[src/rtl/collide_pkg.sv]
// Shared types and encodings for the sprite collision monitor.
package collide_pkg;

  typedef enum logic [1:0] {
    FREE    = 2'd0,
    PENDING = 2'd1,
    CONTACT = 2'd2
  } state_t;

  localparam logic [1:0] SIDE_TOP    = 2'd0;
  localparam logic [1:0] SIDE_BOTTOM = 2'd1;
  localparam logic [1:0] SIDE_LEFT   = 2'd2;
  localparam logic [1:0] SIDE_RIGHT  = 2'd3;

  typedef enum logic [1:0] {
    TOP    = SIDE_TOP,
    BOTTOM = SIDE_BOTTOM,
    LEFT   = SIDE_LEFT,
    RIGHT  = SIDE_RIGHT
  } side_t;

endpackage

[src/rtl/collision_monitor_if.sv]
// Position/size bus between the sprite producers and the collision monitor.
interface collision_monitor_if #(
  parameter int COORD_W = 10,
  parameter int CNT_W   = 8
);
  // No handshake: the monitor samples every field on each frame_clk edge while
  // enable is high; the producer must hold a coherent frame across that edge.
  logic               enable;
  logic               clear_count;
  logic [COORD_W-1:0] ax, ay, as;
  logic [COORD_W-1:0] bx, by, bs;
  logic               overlap;
  logic               in_contact;
  logic               enter_pulse;
  logic               exit_pulse;
  logic [CNT_W-1:0]   hit_count;
  logic [1:0]         hit_side;

  modport master (
    output enable, clear_count, ax, ay, as, bx, by, bs,
    input  overlap, in_contact, enter_pulse, exit_pulse, hit_count, hit_side
  );

  modport slave (
    input  enable, clear_count, ax, ay, as, bx, by, bs,
    output overlap, in_contact, enter_pulse, exit_pulse, hit_count, hit_side
  );
endinterface

[src/rtl/axis_overlap.sv]
// One-axis overlap test: |a-b| < sa+sb. With COLLIDE_SIDE_EN it also reports
// penetration depth and ordering for side classification.
module axis_overlap #(
  parameter int COORD_W = 10
) (
  input  logic [COORD_W-1:0] i_a,
  input  logic [COORD_W-1:0] i_b,
  input  logic [COORD_W-1:0] i_sa,
  input  logic [COORD_W-1:0] i_sb,
  output logic               o_hit
`ifdef COLLIDE_SIDE_EN
  ,
  output logic [COORD_W:0]   o_pen,
  output logic               o_a_lt_b
`endif
);

  logic [COORD_W:0] w_d;
  logic [COORD_W:0] w_ext;

  // One extra bit keeps the extent sum exact at full-scale sizes.
  assign w_d   = (i_a >= i_b) ? {1'b0, i_a - i_b} : {1'b0, i_b - i_a};
  assign w_ext = {1'b0, i_sa} + {1'b0, i_sb};
  assign o_hit = (w_d < w_ext);

`ifdef COLLIDE_SIDE_EN
  assign o_pen    = w_ext - w_d;
  assign o_a_lt_b = (i_a < i_b);
`endif

endmodule

[src/rtl/collision_monitor.sv]
// Per-frame box overlap, debounced contact FSM, entry/exit pulses and hit counter.
// Optional hit-side reporting is built when COLLIDE_SIDE_EN is defined.
module collision_monitor
  import collide_pkg::*;
#(
  parameter int COORD_W  = 10,
  parameter int DEBOUNCE = 2,
  parameter int CNT_W    = 8
) (
  input  logic                      frame_clk,
  input  logic                      Reset,
  collision_monitor_if.slave        bus,
  output state_t                    o_dbg_state
);

  localparam int DCNT_W = $clog2(DEBOUNCE + 1);

  logic w_hit_x;
  logic w_hit_y;
  logic r_overlap;

  state_t            r_state, w_state_next;
  logic [DCNT_W-1:0] r_cnt, w_cnt_next, w_cnt_inc;
  logic              w_entry, w_exit;
  logic              r_enter, r_exit;
  logic [CNT_W-1:0]  r_hit_count;

`ifdef COLLIDE_SIDE_EN
  logic [COORD_W:0] w_penx, w_peny, r_penx, r_peny;
  logic             w_ax_lt, w_ay_lt, r_ax_lt, r_ay_lt;
  logic [1:0]       w_side_entry, r_side;

  axis_overlap #(.COORD_W(COORD_W)) u_axis_x (
    .i_a(bus.ax), .i_b(bus.bx), .i_sa(bus.as), .i_sb(bus.bs),
    .o_hit(w_hit_x), .o_pen(w_penx), .o_a_lt_b(w_ax_lt)
  );
  axis_overlap #(.COORD_W(COORD_W)) u_axis_y (
    .i_a(bus.ay), .i_b(bus.by), .i_sa(bus.as), .i_sb(bus.bs),
    .o_hit(w_hit_y), .o_pen(w_peny), .o_a_lt_b(w_ay_lt)
  );

  // Shallower penetration picks the axis; ties resolve to a vertical hit.
  always_comb begin
    w_side_entry = SIDE_TOP;
    if (r_penx < r_peny) w_side_entry = r_ax_lt ? SIDE_LEFT : SIDE_RIGHT;
    else                 w_side_entry = r_ay_lt ? SIDE_TOP  : SIDE_BOTTOM;
  end
`else
  axis_overlap #(.COORD_W(COORD_W)) u_axis_x (
    .i_a(bus.ax), .i_b(bus.bx), .i_sa(bus.as), .i_sb(bus.bs), .o_hit(w_hit_x)
  );
  axis_overlap #(.COORD_W(COORD_W)) u_axis_y (
    .i_a(bus.ay), .i_b(bus.by), .i_sa(bus.as), .i_sb(bus.bs), .o_hit(w_hit_y)
  );
`endif

  // Stage 1: register this frame's overlap (and penetration data for side).
  always_ff @(posedge frame_clk or posedge Reset) begin
    if (Reset) begin
      r_overlap <= 1'b0;
`ifdef COLLIDE_SIDE_EN
      r_penx    <= '0;
      r_peny    <= '0;
      r_ax_lt   <= 1'b0;
      r_ay_lt   <= 1'b0;
`endif
    end else if (bus.enable) begin
      r_overlap <= w_hit_x & w_hit_y;
`ifdef COLLIDE_SIDE_EN
      r_penx    <= w_penx;
      r_peny    <= w_peny;
      r_ax_lt   <= w_ax_lt;
      r_ay_lt   <= w_ay_lt;
`endif
    end
  end

  assign w_cnt_inc = r_cnt + DCNT_W'(1);

  always_comb begin
    w_state_next = r_state;
    w_cnt_next   = r_cnt;
    w_entry      = 1'b0;
    w_exit       = 1'b0;
    case (r_state)
      FREE: begin
        if (r_overlap) begin
          if (DEBOUNCE == 1) begin
            w_state_next = CONTACT;
            w_entry      = 1'b1;
          end else begin
            w_state_next = PENDING;
            w_cnt_next   = DCNT_W'(1);
          end
        end
      end
      PENDING: begin
        if (!r_overlap) begin
          w_state_next = FREE;
          w_cnt_next   = '0;
        end else if (w_cnt_inc == DCNT_W'(DEBOUNCE)) begin
          w_state_next = CONTACT;
          w_cnt_next   = '0;
          w_entry      = 1'b1;
        end else begin
          w_cnt_next   = w_cnt_inc;
        end
      end
      CONTACT: begin
        if (!r_overlap) begin
          w_state_next = FREE;
          w_exit       = 1'b1;
        end
      end
      default: begin
        w_state_next = FREE;
        w_cnt_next   = '0;
      end
    endcase
  end

  // Pulses are registered at the transition edge, so they line up with in_contact.
  always_ff @(posedge frame_clk or posedge Reset) begin
    if (Reset) begin
      r_state     <= FREE;
      r_cnt       <= '0;
      r_enter     <= 1'b0;
      r_exit      <= 1'b0;
      r_hit_count <= '0;
`ifdef COLLIDE_SIDE_EN
      r_side      <= SIDE_TOP;
`endif
    end else if (bus.enable) begin
      r_state <= w_state_next;
      r_cnt   <= w_cnt_next;
      r_enter <= w_entry;
      r_exit  <= w_exit;
      if (bus.clear_count)
        r_hit_count <= '0;
      else if (w_entry && !(&r_hit_count))
        r_hit_count <= r_hit_count + CNT_W'(1);
`ifdef COLLIDE_SIDE_EN
      if (w_entry) r_side <= w_side_entry;
`endif
    end else begin
      r_enter <= 1'b0;
      r_exit  <= 1'b0;
    end
  end

  assign bus.overlap     = r_overlap;
  assign bus.in_contact  = (r_state == CONTACT);
  assign bus.enter_pulse = r_enter;
  assign bus.exit_pulse  = r_exit;
  assign bus.hit_count   = r_hit_count;
`ifdef COLLIDE_SIDE_EN
  assign bus.hit_side    = r_side;
`else
  assign bus.hit_side    = 2'b00;
`endif
  assign o_dbg_state     = r_state;

endmodule

[src/flat_wrapper.sv]
// flat-port wrapper written by rule: the top's interface ports become plain ports
module collision_monitor_flat import collide_pkg::*;
#(
  parameter int COORD_W  = 10,
  parameter int DEBOUNCE = 2,
  parameter int CNT_W    = 8
)
  (frame_clk, Reset, o_dbg_state, bus_enable, bus_clear_count, bus_ax, bus_ay, bus_as, bus_bx, bus_by, bus_bs, bus_overlap, bus_in_contact, bus_enter_pulse, bus_exit_pulse, bus_hit_count, bus_hit_side);
  collision_monitor_if #(.COORD_W(COORD_W), .CNT_W(CNT_W)) bus_i ();
  input  logic frame_clk;
  input  logic Reset;
  output state_t o_dbg_state;
  input wire logic [$bits(bus_i.enable)-1:0] bus_enable;
  input wire logic [$bits(bus_i.clear_count)-1:0] bus_clear_count;
  input wire logic [$bits(bus_i.ax)-1:0] bus_ax;
  input wire logic [$bits(bus_i.ay)-1:0] bus_ay;
  input wire logic [$bits(bus_i.as)-1:0] bus_as;
  input wire logic [$bits(bus_i.bx)-1:0] bus_bx;
  input wire logic [$bits(bus_i.by)-1:0] bus_by;
  input wire logic [$bits(bus_i.bs)-1:0] bus_bs;
  output wire logic [$bits(bus_i.overlap)-1:0] bus_overlap;
  output wire logic [$bits(bus_i.in_contact)-1:0] bus_in_contact;
  output wire logic [$bits(bus_i.enter_pulse)-1:0] bus_enter_pulse;
  output wire logic [$bits(bus_i.exit_pulse)-1:0] bus_exit_pulse;
  output wire logic [$bits(bus_i.hit_count)-1:0] bus_hit_count;
  output wire logic [$bits(bus_i.hit_side)-1:0] bus_hit_side;
  assign bus_i.enable = bus_enable;
  assign bus_i.clear_count = bus_clear_count;
  assign bus_i.ax = bus_ax;
  assign bus_i.ay = bus_ay;
  assign bus_i.as = bus_as;
  assign bus_i.bx = bus_bx;
  assign bus_i.by = bus_by;
  assign bus_i.bs = bus_bs;
  assign bus_overlap = bus_i.overlap;
  assign bus_in_contact = bus_i.in_contact;
  assign bus_enter_pulse = bus_i.enter_pulse;
  assign bus_exit_pulse = bus_i.exit_pulse;
  assign bus_hit_count = bus_i.hit_count;
  assign bus_hit_side = bus_i.hit_side;
  collision_monitor #(.COORD_W(COORD_W), .DEBOUNCE(DEBOUNCE), .CNT_W(CNT_W)) u_core (.frame_clk(frame_clk), .Reset(Reset), .bus(bus_i), .o_dbg_state(o_dbg_state));
endmodule
[config.mk]
export PLATFORM = sky130hd
export DESIGN_NAME = collision_monitor_flat
export DESIGN_NICKNAME = d
export VERILOG_FILES = /design/src/rtl/collide_pkg.sv /design/src/rtl/collision_monitor_if.sv /design/src/rtl/axis_overlap.sv /design/src/rtl/collision_monitor.sv /design/src/flat_wrapper.sv
export SDC_FILE = /design/constraint.sdc
export NUM_CORES = 1
export LEC_CHECK = 0
export CAP_MARGIN = 40
export CORE_ASPECT_RATIO = 2
export CORE_UTILIZATION = 25
export CTS_BUF_LIST = sky130_fd_sc_hd__clkbuf_16
export CTS_CLUSTER_DIAMETER = 30
export DETAILED_ROUTE_END_ITERATION = 10
export PLACE_DENSITY = 0.57
export SLEW_MARGIN = 5
export SYNTH_ARGS = -nofsm -noshare
export SYNTH_HDL_FRONTEND = slang
export SYNTH_SLANG_ARGS = --single-unit
[constraint.sdc]
create_clock -name frame_clk -period 1.55 [get_ports frame_clk]
set_clock_uncertainty 0.05 [all_clocks]
set_input_delay 0.31 -clock frame_clk [delete_from_list [all_inputs] [get_ports frame_clk]]
set_output_delay 0.31 -clock frame_clk [all_outputs]
set_load 0.005 [all_outputs]
Word level (Yosys, flattened, before mapping)
Index checks and enable logic that the tools add are counted.

Bits in registers: 15. Output and inout bits: 16. Word-level logic and storage cells: 52.

Add/sub/neg operators: 7. Order comparisons: 4. Equal/unequal tests: 6. Muxes and demuxes: 19. Bitwise logic cells: 2. Reductions and logical operators: 8.

Operator list (count): 10-bit subtractor (4); 10-bit by 11-bit < comparator with 1-bit output (2); 10-bit greater-or-equal comparator (2); 10-bit 2-to-1 mux (2); 8-bit 2-to-1 mux (2); 2-bit 2-to-1 mux (6); 2-bit one-hot mux with 3 select lines (2); 10-bit by 10-bit adder with 11-bit output (1); 8-bit by 1-bit adder with 8-bit output, second input constant (1); 8-bit AND reduction (1); 1-bit 2-to-1 mux (7); 2-bit equality test, second input constant (2); 4-bit AND reduction (1); 3-bit inequality test, second input constant (1); 3-bit AND reduction (1); 2-bit by 1-bit adder with 2-bit output, second input constant (1); 2-bit by 1-bit equality test with 1-bit output, second input constant (1); 2-bit logical NOT (1); 2-bit by 1-bit inequality test with 1-bit output, second input constant (1); 2-bit inequality test, second input constant (1); 2-bit AND reduction (1); 2-bit nonzero test (1); 1-bit AND (1); 1-bit logical AND (1); 2 further kinds (2).

Longest topological paths before layout
Gate-level depths: netlist of run 1.

Depth after elaboration: 8. Gate-level depth with buffers: 17. Mapped depth without buffers: 16.

Cells and area by module
A second synthesis of run 1 with hierarchy kept.

Cells, all modules: 463. Area total of the unflattened synthesis: 3791.1 um2.

Modules (own cells, without submodules): axis_overlap (u_core.u_axis_y) (times used 1, cells an instance 193, area each 1510.2 um2, sequential area each 0.0 um2); axis_overlap (u_core.u_axis_x) (times used 1, cells an instance 189, area each 1505.2 um2, sequential area each 0.0 um2); collision_monitor (times used 1, cells an instance 81, area each 775.7 um2, sequential area each 375.4 um2).

Worst setup path after synthesis of run 1
Ideal clock, no wire load.

Kind: input to register. Start: input bus_ay[0]. End: register u_core.r_overlap (netlist: u_core.bus.overlap). Library setup time: 0.067 ns. Arrival: 2.947 ns. Required time: 1.433 ns. Setup slack: -1.514 ns. Cell stages on the path: 16. Buffers on the path: 1. Cells stage by stage: inv_1 -> ha_1 -> inv_1 -> fa_1 -> a21o_1 -> a21oi_1 -> a211oi_1 -> o22ai_1 -> buf_2 -> mux2i_1 -> xor2_1 -> ha_1 -> a22oi_1 -> nand4_1 -> a221oi_1 -> a32o_1.

Word-level cells in the longest chain between the ends: 4. Elaborated cells between the ends (all ways): 6. Those cells by class: add/sub: 2; order compare: 2; mux: 1; bitwise: 1.

RTL lines: from (decl) (RTL line flat_wrapper.sv:16) `input wire logic [$bits(bus_i.ay)-1:0] bus_ay;`; 10-bit subtractor or 10-bit greater-or-equal comparator (tied branches) (RTL line axis_overlap.sv:22) `assign w_d = (i_a >= i_b) ? {1'b0, i_a - i_b} : {1'b0, i_b - i_a};`; 10-bit 2-to-1 mux * (RTL line axis_overlap.sv:22); 10-bit by 11-bit < comparator with 1-bit output * (RTL line axis_overlap.sv:24) `assign o_hit = (w_d < w_ext);`; 1-bit AND * (RTL line collision_monitor.sv:68) `r_overlap <= w_hit_x & w_hit_y;`; to (signal assigned) (RTL line collision_monitor.sv:68); to (decl) (RTL line collision_monitor.sv:20) `logic r_overlap;`.

Every way passes the cells marked *; elsewhere a longest branch is shown, timed or not. A chain may end at the register's enable or synchronous reset.

Final worst setup path of run 1
Start: input bus_bx[9]. End: register u_core.r_overlap (netlist: u_core.bus.overlap).

Word-level cells in the longest chain between the ends: 4. Elaborated cells between the ends (all ways): 6. Those cells by class: add/sub: 2; order compare: 2; mux: 1; bitwise: 1.

RTL lines: from (decl) (RTL line flat_wrapper.sv:18) `input wire logic [$bits(bus_i.bx)-1:0] bus_bx;`; 10-bit subtractor or 10-bit greater-or-equal comparator (tied branches) (RTL line axis_overlap.sv:22); 10-bit 2-to-1 mux * (RTL line axis_overlap.sv:22); 10-bit by 11-bit < comparator with 1-bit output * (RTL line axis_overlap.sv:24); 1-bit AND * (RTL line collision_monitor.sv:68).

Marks and branches as above.

==> impl_metrics.toml, run 1 <==
[final_layout]
area_delta_synth_final_pct = 75.2
diodes = 0
drive_above_1_share_pct = 37.6
nets = 741
fin_area_um2 = 5560
fillCellCount = 1240
final_util_pct = 45.3

[setup_path]
start_kind = "input port"
worst_path_largest_cell_delay_ns = 0.45
path_cells = "clkdlybuf4s50_1 -> inv_1 -> ha_4 -> a2111oi_4 -> o21ai_1 -> o22ai_2 -> buf_4 -> or4b_4 -> o21ai_2 -> xnor2_1 -> ha_1 -> and3_4 -> a221oi_2 -> a32o_1"
crit_path_end_kind = "flop"
cp_num_buf_inv = 3
r2r_setup_slack_ns = -0.10
path_class = "in2reg"
reg2reg_to = "u_core.bus.hit_count[7]$_DFFE_PP0P_"
slowest_stage = "clkdlybuf4s50_1"
worstPathArrival_ns = 3.11
required_ns = 1.68
reg2reg_depth = 6
cp_max_fo = 3
r2r_start = "u_core.o_dbg_state[1]$_DFFE_PP0P_"
critical_path.top_delay_family = "compound AO/OA/AOI/OAI gates"

[place]
dpl_cell_area_um2 = 4900
numPortBuffers = 77
hpwl_um = 8040
globalplace.congestion = 0.938

[power_and_ir_drop]
vdd_ir_drop_max_mv = 0.541
p_int_mw = 2.29
swShare_pct = 37.7
clkPwrFrac_pct = 13.7
power_density_nw_per_um2 = 661
p_leak_nw = 2.77
sequentialPowerShare_pct = 13.7
pwr-share-comb_pct = 72.6
p_switching_mw = 1.38
power_mw = 3.67

[floorplanning]
dieHeight_um = 161
rows = 57
chipWidth_um = 81.6
core_um2 = 12300
start_util_pct = 25.8
dieArea_um2 = 13200
io-pin-count = 80

[clocking]
cts_buffers = 3
clk_path_buf_depth = 2
htree_levels = 1
cts-hold-fix-buffers = 0
cts_tree = "built"
clkSlewWorstSetupHoldPaths_ns = 0.05
clock-sinks = 15
cts-root-buf = "clkbuf_16"
insertion_delay_ns = 0.25

[min_path]
hold_class = "in2async"

[detailed_routing]
wire_per_inst_um = 13.2
finalWirelength_um = 9930
drtPass1Iterations = 4
via_per_inst = 4.79
dr_total_vias = 3597
drt_iter0_markers = 88
antenna_left = 0
drc = 0

[sta]
slew_viol_final = 0
grt_setup_unrepaired = "yes"
finalHoldViolCount = 0
timing.hold.ws_ns = 0.323
min_period_ns = 2.98
period_share_pct = 192
fin_ws_ns = -1.43
fmax_ghz = 0.336
setup_viol = 4

[global_routing]
grt_pass1_vias = 3815
grt_antenna_before_repair = 0
grt_first_pass_wirelength_um = 15900
grt.overflow.total = 0
grt_max_degree = 16
track_usage_pct = 15.3

[yosys]
synthCells = 401
syn_area_um2 = 3170
ys_seq_elements = 15
async_reset_ff_share_pct = 100
ys_seq_area_share_pct = 11.8
synth_area_per_cell_um2 = 7.91
yosys_warnings = 0
synth_flop_cell = "dfrtp_1"
ys_types = 48
synth_edf_count = 0

[flow_run]
drv_cap = 0

[status]
violations = "negative setup slack"
status = "finished, violations left"
## cell families after synthesis
kind of cell | share of synthesized area [%]
compound gates | 22.8
simple gates | 15.3
fa+ha+maj | 29.6
buf+inv | 8.41
xor+xnor | 7.46
flops | 11.8
mux | 4.50
other cells | 0.118
## cell usage after synthesis (5+ instances only)
library cell	count	area, um2
nand2_1	21	78.8
mux2i_1	12	120
fa_1	5	100
o21ai_0	24	120
xor2_1	15	131
inv_1	53	199
a211oi_1	5	37.5
nand3_1	13	65.1
dfrtp_1	15	375
nand2b_1	9	56.3
a31oi_1	6	37.5
nand4_1	8	50.1
ha_1	67	838
o21a_1	11	82.6
a21o_1	14	105
nor2_1	21	78.8
nand3b_1	5	37.5
clkbuf_1	7	26.3
a21oi_1	30	150
xnor2_1	12	105
## sequential cells by signal, indices dropped and copies added, names as in the netlist
name                    cells
u_core.bus.hit_count        8
u_core.o_dbg_state          2
u_core.r_cnt                2
u_core.bus.enter_pulse      1
u_core.bus.exit_pulse       1
u_core.bus.overlap          1
## cell type report
class	count	area [um2]	share of cell area, %
Clock inverter	1	5.00	0.0901
Sequential cell	15	375	6.76
Clock buffer	3	75.1	1.35
Tap cell	147	184	3.31
Multi-Input combinational cell	321	2960	53.3
Inverter	53	201	3.63
Timing Repair Buffer	211	1750	31.6
## worst min-delay path: stages
cell and delay, ns:
clkdlybuf4s50_1 0.40, inv_1 0.05, buf_4 0.22
## per-stage QoR
step	setup slack [ns]	TNS (ns)	std cells
5_1_grt	-1.55	-2.06	751
2_1_floorplan	-1.31	-1.45	402
6_report	-1.43	-1.62	751
3_5_place_dp	-2.05	-5.14	722
3_3_place_gp	-2.03	-4.67	722
4_1_cts	-1.51	-1.80	749
## per-layer routing
metal	share of wire [%]	wire [um]	vias up	GRT usage [%]
li1	-	-	1807	-
met1	34	3350	1665	13.5
met2	60	6000	104	32.9
met3	3.1	308	21	0.678
met4	2.7	267	0	5.66
met5	0	0	-	0
## cell usage in the layout, fill, tap and decap left out, types with 3 or more instances in the layout
master,synthesis,final
dlygate4sd2_1,0,28
clkbuf_2,0,3
and2_1,3,3
nand3_1,13,12
clkbuf_16,0,3
nand2b_1,9,9
nor2b_1,4,4
dlymetal6s2s_1,0,6
nand2_1,21,19
o21ai_2,1,4
a31oi_1,6,5
dfrtp_1,15,15
nand4_1,8,8
ha_2,0,3
nand3b_1,5,5
o21ai_1,1,5
nor2_1,21,19
o21ai_0,24,17
o21a_1,11,11
inv_1,53,35
ha_1,67,47
xor2_1,15,14
buf_4,2,131
a21oi_1,30,18
xnor2_1,12,12
a21oi_2,0,9
a21oi_4,0,3
mux2i_2,0,3
o211ai_1,4,4
mux2i_1,12,9
fa_2,0,4
inv_2,0,17
a21o_1,14,14
buf_6,1,3
ha_4,0,17
clkdlybuf4s50_1,0,35
## worst max-delay path by stage
stage               cells after the start                              to  startpoint
detailed placement                     16  u_core.bus.overlap$_DFFE_PP0P_   bus_by[0]
CTS                                    17  u_core.bus.overlap$_DFFE_PP0P_   bus_ay[0]
global placement                       17  u_core.bus.overlap$_DFFE_PP0P_   bus_ay[0]
global route                           16  u_core.bus.overlap$_DFFE_PP0P_   bus_ay[2]
floorplan                              16  u_core.bus.overlap$_DFFE_PP0P_   bus_ay[0]
finish                                 14  u_core.bus.overlap$_DFFE_PP0P_   bus_bx[9]
## power groups by stage
stage | logic (mW) | registers (mW) | clock network [mW]
6_report | 2.67 | 0.505 | 0.502
5_1_grt | 2.94 | 0.512 | 0.533
4_1_cts | 2.56 | 0.506 | 0.517
3_5_place_dp | 2.31 | 0.508 | 0
3_3_place_gp | 2.25 | 0.504 | 0
2_1_floorplan | 1.23 | 0.533 | 0
## timing repair
action,4_1_cts,5_1_grt
setup endpoints to repair,18,8
gates resized for setup,111,47
setup buffers,23,4
pin swaps,49,46
Power figures use the tool's default switching activity.
==> run 2, diff against run 1 <==
--- a/config.mk
+++ b/config.mk
@@ -7,6 +7,7 @@
 export LEC_CHECK = 0
 export CAP_MARGIN = 40
 export CORE_ASPECT_RATIO = 2
+export CORE_MARGIN = 4
 export CORE_UTILIZATION = 25
 export CTS_BUF_LIST = sky130_fd_sc_hd__clkbuf_16
 export CTS_CLUSTER_DIAMETER = 30
==> run 2 against run 1 <==
  * The run still ends with negative setup slack left
  * Routed wire length up 6.2%
  * Final cell count is 1.2% higher
  * Combinational power hardly changed
  * Worst setup slack worse by 0.015 ns
  * Maximum frequency decreased by 0.52%
  * Die area grew 11%
  * Critical endpoint unchanged
==> impl_metrics.toml, run 2 (same netlist as run 1, synthesis figures left out) <==
[status]
status = "finished, violations left"
violations = "negative setup slack"

[power_and_ir_drop]
vdd_ir_drop_max_mv = 0.713
swShare_pct = 37.8
clkPwrFrac_pct = 14.1
pwr-share-comb_pct = 72.3
sequentialPowerShare_pct = 13.6
p_leak_nw = 2.84
p_switching_mw = 1.38
p_int_mw = 2.27
power_density_nw_per_um2 = 652

[floorplanning]
core_um2 = 12500
chipWidth_um = 87.6
dieHeight_um = 167
rows = 58
io-pin-count = 80
start_util_pct = 25.4
dieArea_um2 = 14700

[final_layout]
drive_above_1_share_pct = 36.9
area_delta_synth_final_pct = 76.5
layout_common_cells = "buf_4, ha_1, inv_1, clkdlybuf4s50_1, dlygate4sd2_1"
diodes = 0
nets = 747
fillCellCount = 1277
fin_area_um2 = 5600
layout_commonest_cell = "buf_4"
largest_register_ff_count = 8

[sta]
period_share_pct = 193
fin_ws_ns = -1.44
fmax_ghz = 0.334
finalHoldViolCount = 0
setup_viol = 4
min_period_ns = 2.99
grt_setup_unrepaired = "yes"
tns_ns = -1.82
slew_viol_final = 0

[clocking]
insertion_delay_ns = 0.25
cts-hold-fix-buffers = 0
clkSlewWorstSetupHoldPaths_ns = 0.05
htree_levels = 1
cts_buffers = 3
cts-root-buf = "clkbuf_16"
cts_tree = "built"
clock-sinks = 15
clk_path_buf_depth = 2

[global_routing]
grt.overflow.total = 0
grt_max_degree = 16
grt_pass1_vias = 4026
track_usage_pct = 14.4
grt_antenna_before_repair = 0
grt_first_pass_wirelength_um = 17400

[place]
dpl_cell_area_um2 = 4920
hpwl_um = 8700
numPortBuffers = 77
globalplace.congestion = 0.855

[setup_path]
cp_max_fo = 6
crit_path_end_kind = "flop"
start_kind = "input port"
worstPathArrival_ns = 3.13
critical_path.top_delay_family = "adder cells"
required_ns = 1.68
cp_num_buf_inv = 4
worst_path_largest_cell_delay_ns = 0.45
path_cells = "dlygate4sd2_1 -> inv_1 -> ha_2 -> inv_2 -> fa_2 -> nand3_2 -> a31oi_2 -> o22ai_2 -> buf_12 -> or4b_4 -> o21ai_2 -> xnor2_1 -> ha_1 -> and3_4 -> a221oi_2 -> a32o_1"
path_class = "in2reg"
slowest_stage = "or4b_4"

[detailed_routing]
finalWirelength_um = 10500
drc = 0
antenna_left = 0
drtPass1Iterations = 4
wire_per_inst_um = 13.9
via_per_inst = 4.77
dr_total_vias = 3625
drt_iter0_markers = 82

[flow_run]
drv_cap = 0

[min_path]
hold_class = "in2async"
==> run 2: cell count changes in the layout (fill, tap and decap cells not counted), sizes merged <==
cell	delta
clkdlybuf4s15	-1
dlymetal6s2s	+3
clkbuf	-1
clkdlybuf4s50	-2
dlygate4sd2	+1
buf	+6
==> run 2: final timing paths <==
| path | depth (start not counted) | end | slack (ns) | startpoint |
|---|---|---|---|---|
| max in group asynchronous | 3 | u_core.bus.overlap$_DFFE_PP0P_ | 0.93 | Reset |
| min in group frame_clk | 1 | u_core.r_cnt[1]$_DFFE_PP0P_ | 0.44 | u_core.r_cnt[1]$_DFFE_PP0P_ |
| hold reg to reg | 1 | u_core.r_cnt[1]$_DFFE_PP0P_ | 0.44 | u_core.r_cnt[1]$_DFFE_PP0P_ |
| hold / removal | 3 | u_core.bus.hit_count[7]$_DFFE_PP0P_ | 0.33 | Reset |
| setup / recovery | 16 | u_core.bus.overlap$_DFFE_PP0P_ | -1.44 | bus_ax[0] |
| setup reg to reg | 7 | u_core.bus.hit_count[7]$_DFFE_PP0P_ | -0.19 | u_core.r_cnt[1]$_DFFE_PP0P_ |
==> run 2: layer usage <==
metal / vias up / share of wire (%) / GRT usage (%)
li1: 1817 / - / -
met1: 1704 / 33 / 12.9
met2: 86 / 61 / 31.4
met3: 18 / 3.4 / 0.739
met4: 0 / 2.7 / 4.54
met5: - / 0 / 0
==> run 2: final cells by class <==
class | instances | area (um2) | area share (%)
multi-input combinational | 321 | 2920 | 52.2
timing repair buffer | 217 | 1830 | 32.8
sequential | 15 | 375 | 6.71
inverter | 53 | 201 | 3.60
tap | 150 | 188 | 3.35
clock buffer | 3 | 75.1 | 1.34
clock inverter | 1 | 5.00 | 0.0894
==> run 2: stage by stage <==
step                power [mW]  hold WS [ns]  worst slack, ns  std cells  util [%]
CTS                       3.60         0.340            -1.53        755      43.4
detailed placement        2.82         0.440            -2.17        725      39.4
global route              4.00         0.381            -1.63        760      44.8
global placement          2.76         0.412            -2.13        725      39.4
floorplan                 1.76         0.161            -1.31        402         -
finish                    3.65         0.333            -1.44        760      44.8
==> run 2: power groups by stage <==
| stage | clock network (mW) | registers, mW | logic, mW |
|---|---|---|---|
| floorplan | 0 | 0.533 | 1.23 |
| global placement | 0 | 0.502 | 2.26 |
| detailed placement | 0 | 0.503 | 2.32 |
| CTS | 0.531 | 0.499 | 2.57 |
| global route | 0.552 | 0.507 | 2.94 |
| finish | 0.514 | 0.497 | 2.64 |
==> run 2: repair_timing <==
item,CTS,global route
resized for setup,105,43
pin swaps,42,49
setup buffers,27,8
setup endpoints to repair,17,8
==> run 2: worst register-to-register path, stage by stage, from the launching register on <==
cell and delay, ns:
dfrtp_1 0.37, nand3b_1 0.18, nor2_2 0.15, o21a_1 0.17, nand4_1 0.12, buf_4 0.18, or3_4 0.32, a21oi_2 0.12
==> run 3, diff against run 2 <==
--- a/config.mk
+++ b/config.mk
@@ -12,6 +12,7 @@
 export CTS_BUF_LIST = sky130_fd_sc_hd__clkbuf_16
 export CTS_CLUSTER_DIAMETER = 30
 export DETAILED_ROUTE_END_ITERATION = 10
+export MAX_ROUTING_LAYER = met4
 export PLACE_DENSITY = 0.57
 export SLEW_MARGIN = 5
 export SYNTH_ARGS = -nofsm -noshare
==> constraint.sdc (replaced) <==
create_clock -name frame_clk -period 2.72 [get_ports frame_clk]
set_clock_uncertainty 0.05 [all_clocks]
set_input_delay 0.544 -clock frame_clk [delete_from_list [all_inputs] [get_ports frame_clk]]
set_output_delay 0.544 -clock frame_clk [all_outputs]
set_load 0.005 [all_outputs]
==> run 3 against run 2 <==
  * The run still ends with negative setup slack left
  * Non-clock buffer count decreased by 42
  * Core utilization shrank 2.8 points
  * Routed wire length fell by 7.1%
  * First-iteration DRC count down 16%
  * Sequential power decreased by 37%
  * Via count is 4.3% lower
  * Final cell count decreased by 5.5%
  * Clock power decreased by 42%
  * Global-route usage shrank 0.89 points
  * Clock-buffer cell count did not move
  * Sequential share of layout area up 0.44 points
  * Design area down 6.2%
  * Largest power group unchanged
  * Highest routed layer unchanged
==> impl_metrics.toml, run 3 (same netlist as run 1, synthesis figures left out) <==
[place]
place_ws_ns = -1.15
numPortBuffers = 77
dpl_cell_area_um2 = 4780
globalplace.congestion = 0.879
hpwl_um = 8280

[sta]
min_period_ns = 3.25
finalHoldViolCount = 0
grt_setup_unrepaired = "yes"
setup_viol = 1
fmax_ghz = 0.307
tns_ns = -0.532
worstMarginPinSlew_ns = 0.604
fin_ws_ns = -0.532
period_share_pct = 120
slew-limit-headroom_pct = 59.7
slew_viol_final = 0

[final_layout]
drive_above_1_share_pct = 32.4
layout_common_cells = "buf_4, ha_1, clkdlybuf4s50_1, inv_1, nor2_1"
fin_area_um2 = 5250
diodes = 0
area_delta_synth_final_pct = 65.5
nets = 705
largest_register_ff_count = 8
layout_commonest_cell = "buf_4"

[floorplanning]
core_um2 = 12500
chipWidth_um = 87.6
io-pin-count = 80
rows = 58
start_util_pct = 25.4
dieHeight_um = 167
dieArea_um2 = 14700

[setup_path]
path_class = "in2reg"
cp_max_fo = 2
crit_path_end_kind = "flop"
start_kind = "input port"
required_ns = 2.86
slowest_stage = "clkdlybuf4s50_1"
worstPathArrival_ns = 3.39
worst_path_largest_cell_delay_ns = 0.49
path_cells = "clkdlybuf4s50_1 -> ha_2 -> o21a_1 -> o22ai_2 -> buf_6 -> or4b_4 -> o21ai_4 -> xnor2_2 -> ha_1 -> and3_4 -> a221oi_2 -> a32o_1"

[status]
status = "finished, violations left"
violations = "negative setup slack"

[power_and_ir_drop]
p_int_mw = 1.18
swShare_pct = 38.7
p_leak_nw = 2.56
power_mw = 1.92
sequentialPowerShare_pct = 16.2
vdd_ir_drop_max_mv = 0.244
p_switching_mw = 0.745
power_density_nw_per_um2 = 366
clkPwrFrac_pct = 15.4
pwr-share-comb_pct = 68.4

[detailed_routing]
drt_iter0_markers = 69
dr_total_vias = 3469
finalWirelength_um = 9790
drc = 0
via_per_inst = 4.83
wire_per_inst_um = 13.6
antenna_left = 0
drtPass1Iterations = 4

[clocking]
cts-hold-fix-buffers = 0
clkSlewWorstSetupHoldPaths_ns = 0.05
clk_path_buf_depth = 2
cts_buffers = 3
insertion_delay_ns = 0.25
cts_tree = "built"
cts-root-buf = "clkbuf_16"
clock-sinks = 15
htree_levels = 1

[global_routing]
grt_pass1_vias = 3720
track_usage_pct = 13.6
grt_antenna_before_repair = 0
grt_first_pass_wirelength_um = 15800
grt_max_degree = 16
grt.overflow.total = 0

[flow_run]
drv_cap = 0

[min_path]
hold_class = "reg2reg"
==> run 3: path summary, 6_finish.rpt <==
kind / depth (start not counted) / to / slack, ns / from
hold reg to reg: 1 / u_core.r_cnt[1]$_DFFE_PP0P_ / 0.43 / u_core.r_cnt[1]$_DFFE_PP0P_
setup / recovery: 12 / u_core.bus.overlap$_DFFE_PP0P_ / -0.53 / bus_ax[8]
max in group asynchronous: 2 / u_core.r_cnt[1]$_DFFE_PP0P_ / 1.61 / Reset
min in group asynchronous: 2 / u_core.o_dbg_state[1]$_DFFE_PP0P_ / 0.62 / Reset
hold / removal: 1 / u_core.r_cnt[1]$_DFFE_PP0P_ / 0.43 / u_core.r_cnt[1]$_DFFE_PP0P_
setup reg to reg: 6 / u_core.bus.hit_count[5]$_DFFE_PP0P_ / 0.82 / u_core.o_dbg_state[0]$_DFFE_PP0P_
==> run 3: per-layer routing <==
layer / vias to the layer above / track usage, % / wire, um
met4: 0 / 4.34 / 221
met1: 1652 / 11.8 / 3330
met5: - / - / 0
met2: 71 / 28.8 / 5940
met3: 16 / 0.443 / 312
li1: 1730 / - / -
==> run 3: cell type report <==
cell class / instances / area [um2]
fillers: 1306 / 7230
multi-input cells: 321 / 2910
repair buffers: 175 / 1500
flip-flops and latches: 15 / 375
inverters: 53 / 201
well taps: 150 / 188
clock buffers: 3 / 75.1
clock inverters: 1 / 5.00
==> run 3: power groups by stage <==
stage / sequential [mW] / clock [mW] / combinational (mW)
after global routing: 0.321 / 0.314 / 1.47
after global placement: 0.315 / 0 / 1.18
after detailed placement: 0.318 / 0 / 1.21
final: 0.312 / 0.296 / 1.31
after floorplan: 0.303 / 0 / 0.699
after CTS: 0.315 / 0.303 / 1.29
==> run 3: critical path, delay by kind of cell <==
family	cells	cell delay (ns)
AO/OA/AOI/OAI	5	0.91
XOR/XNOR	1	0.14
adder cells (fa/ha/maj)	2	0.55
buffers and inverters	2	0.63
AND/OR/NAND/NOR	2	0.63
==> run 3: what timing repair did <==
item                       in CTS  in global routing
setup endpoints to repair       1                  1
cloned                          0                  0
gates resized for setup        94                 40
setup buffers                   4                  1
pin swaps                      42                 35
==> run 3: per-stage QoR <==
step	hold WS (ns)	util [%]	std cells
6_report	0.435	42.1	718
5_1_grt	0.455	42.1	718
4_1_cts	0.442	41.1	717
3_5_place_dp	0.429	38.3	709
3_3_place_gp	0.413	38.3	709
2_1_floorplan	0.393	-	402
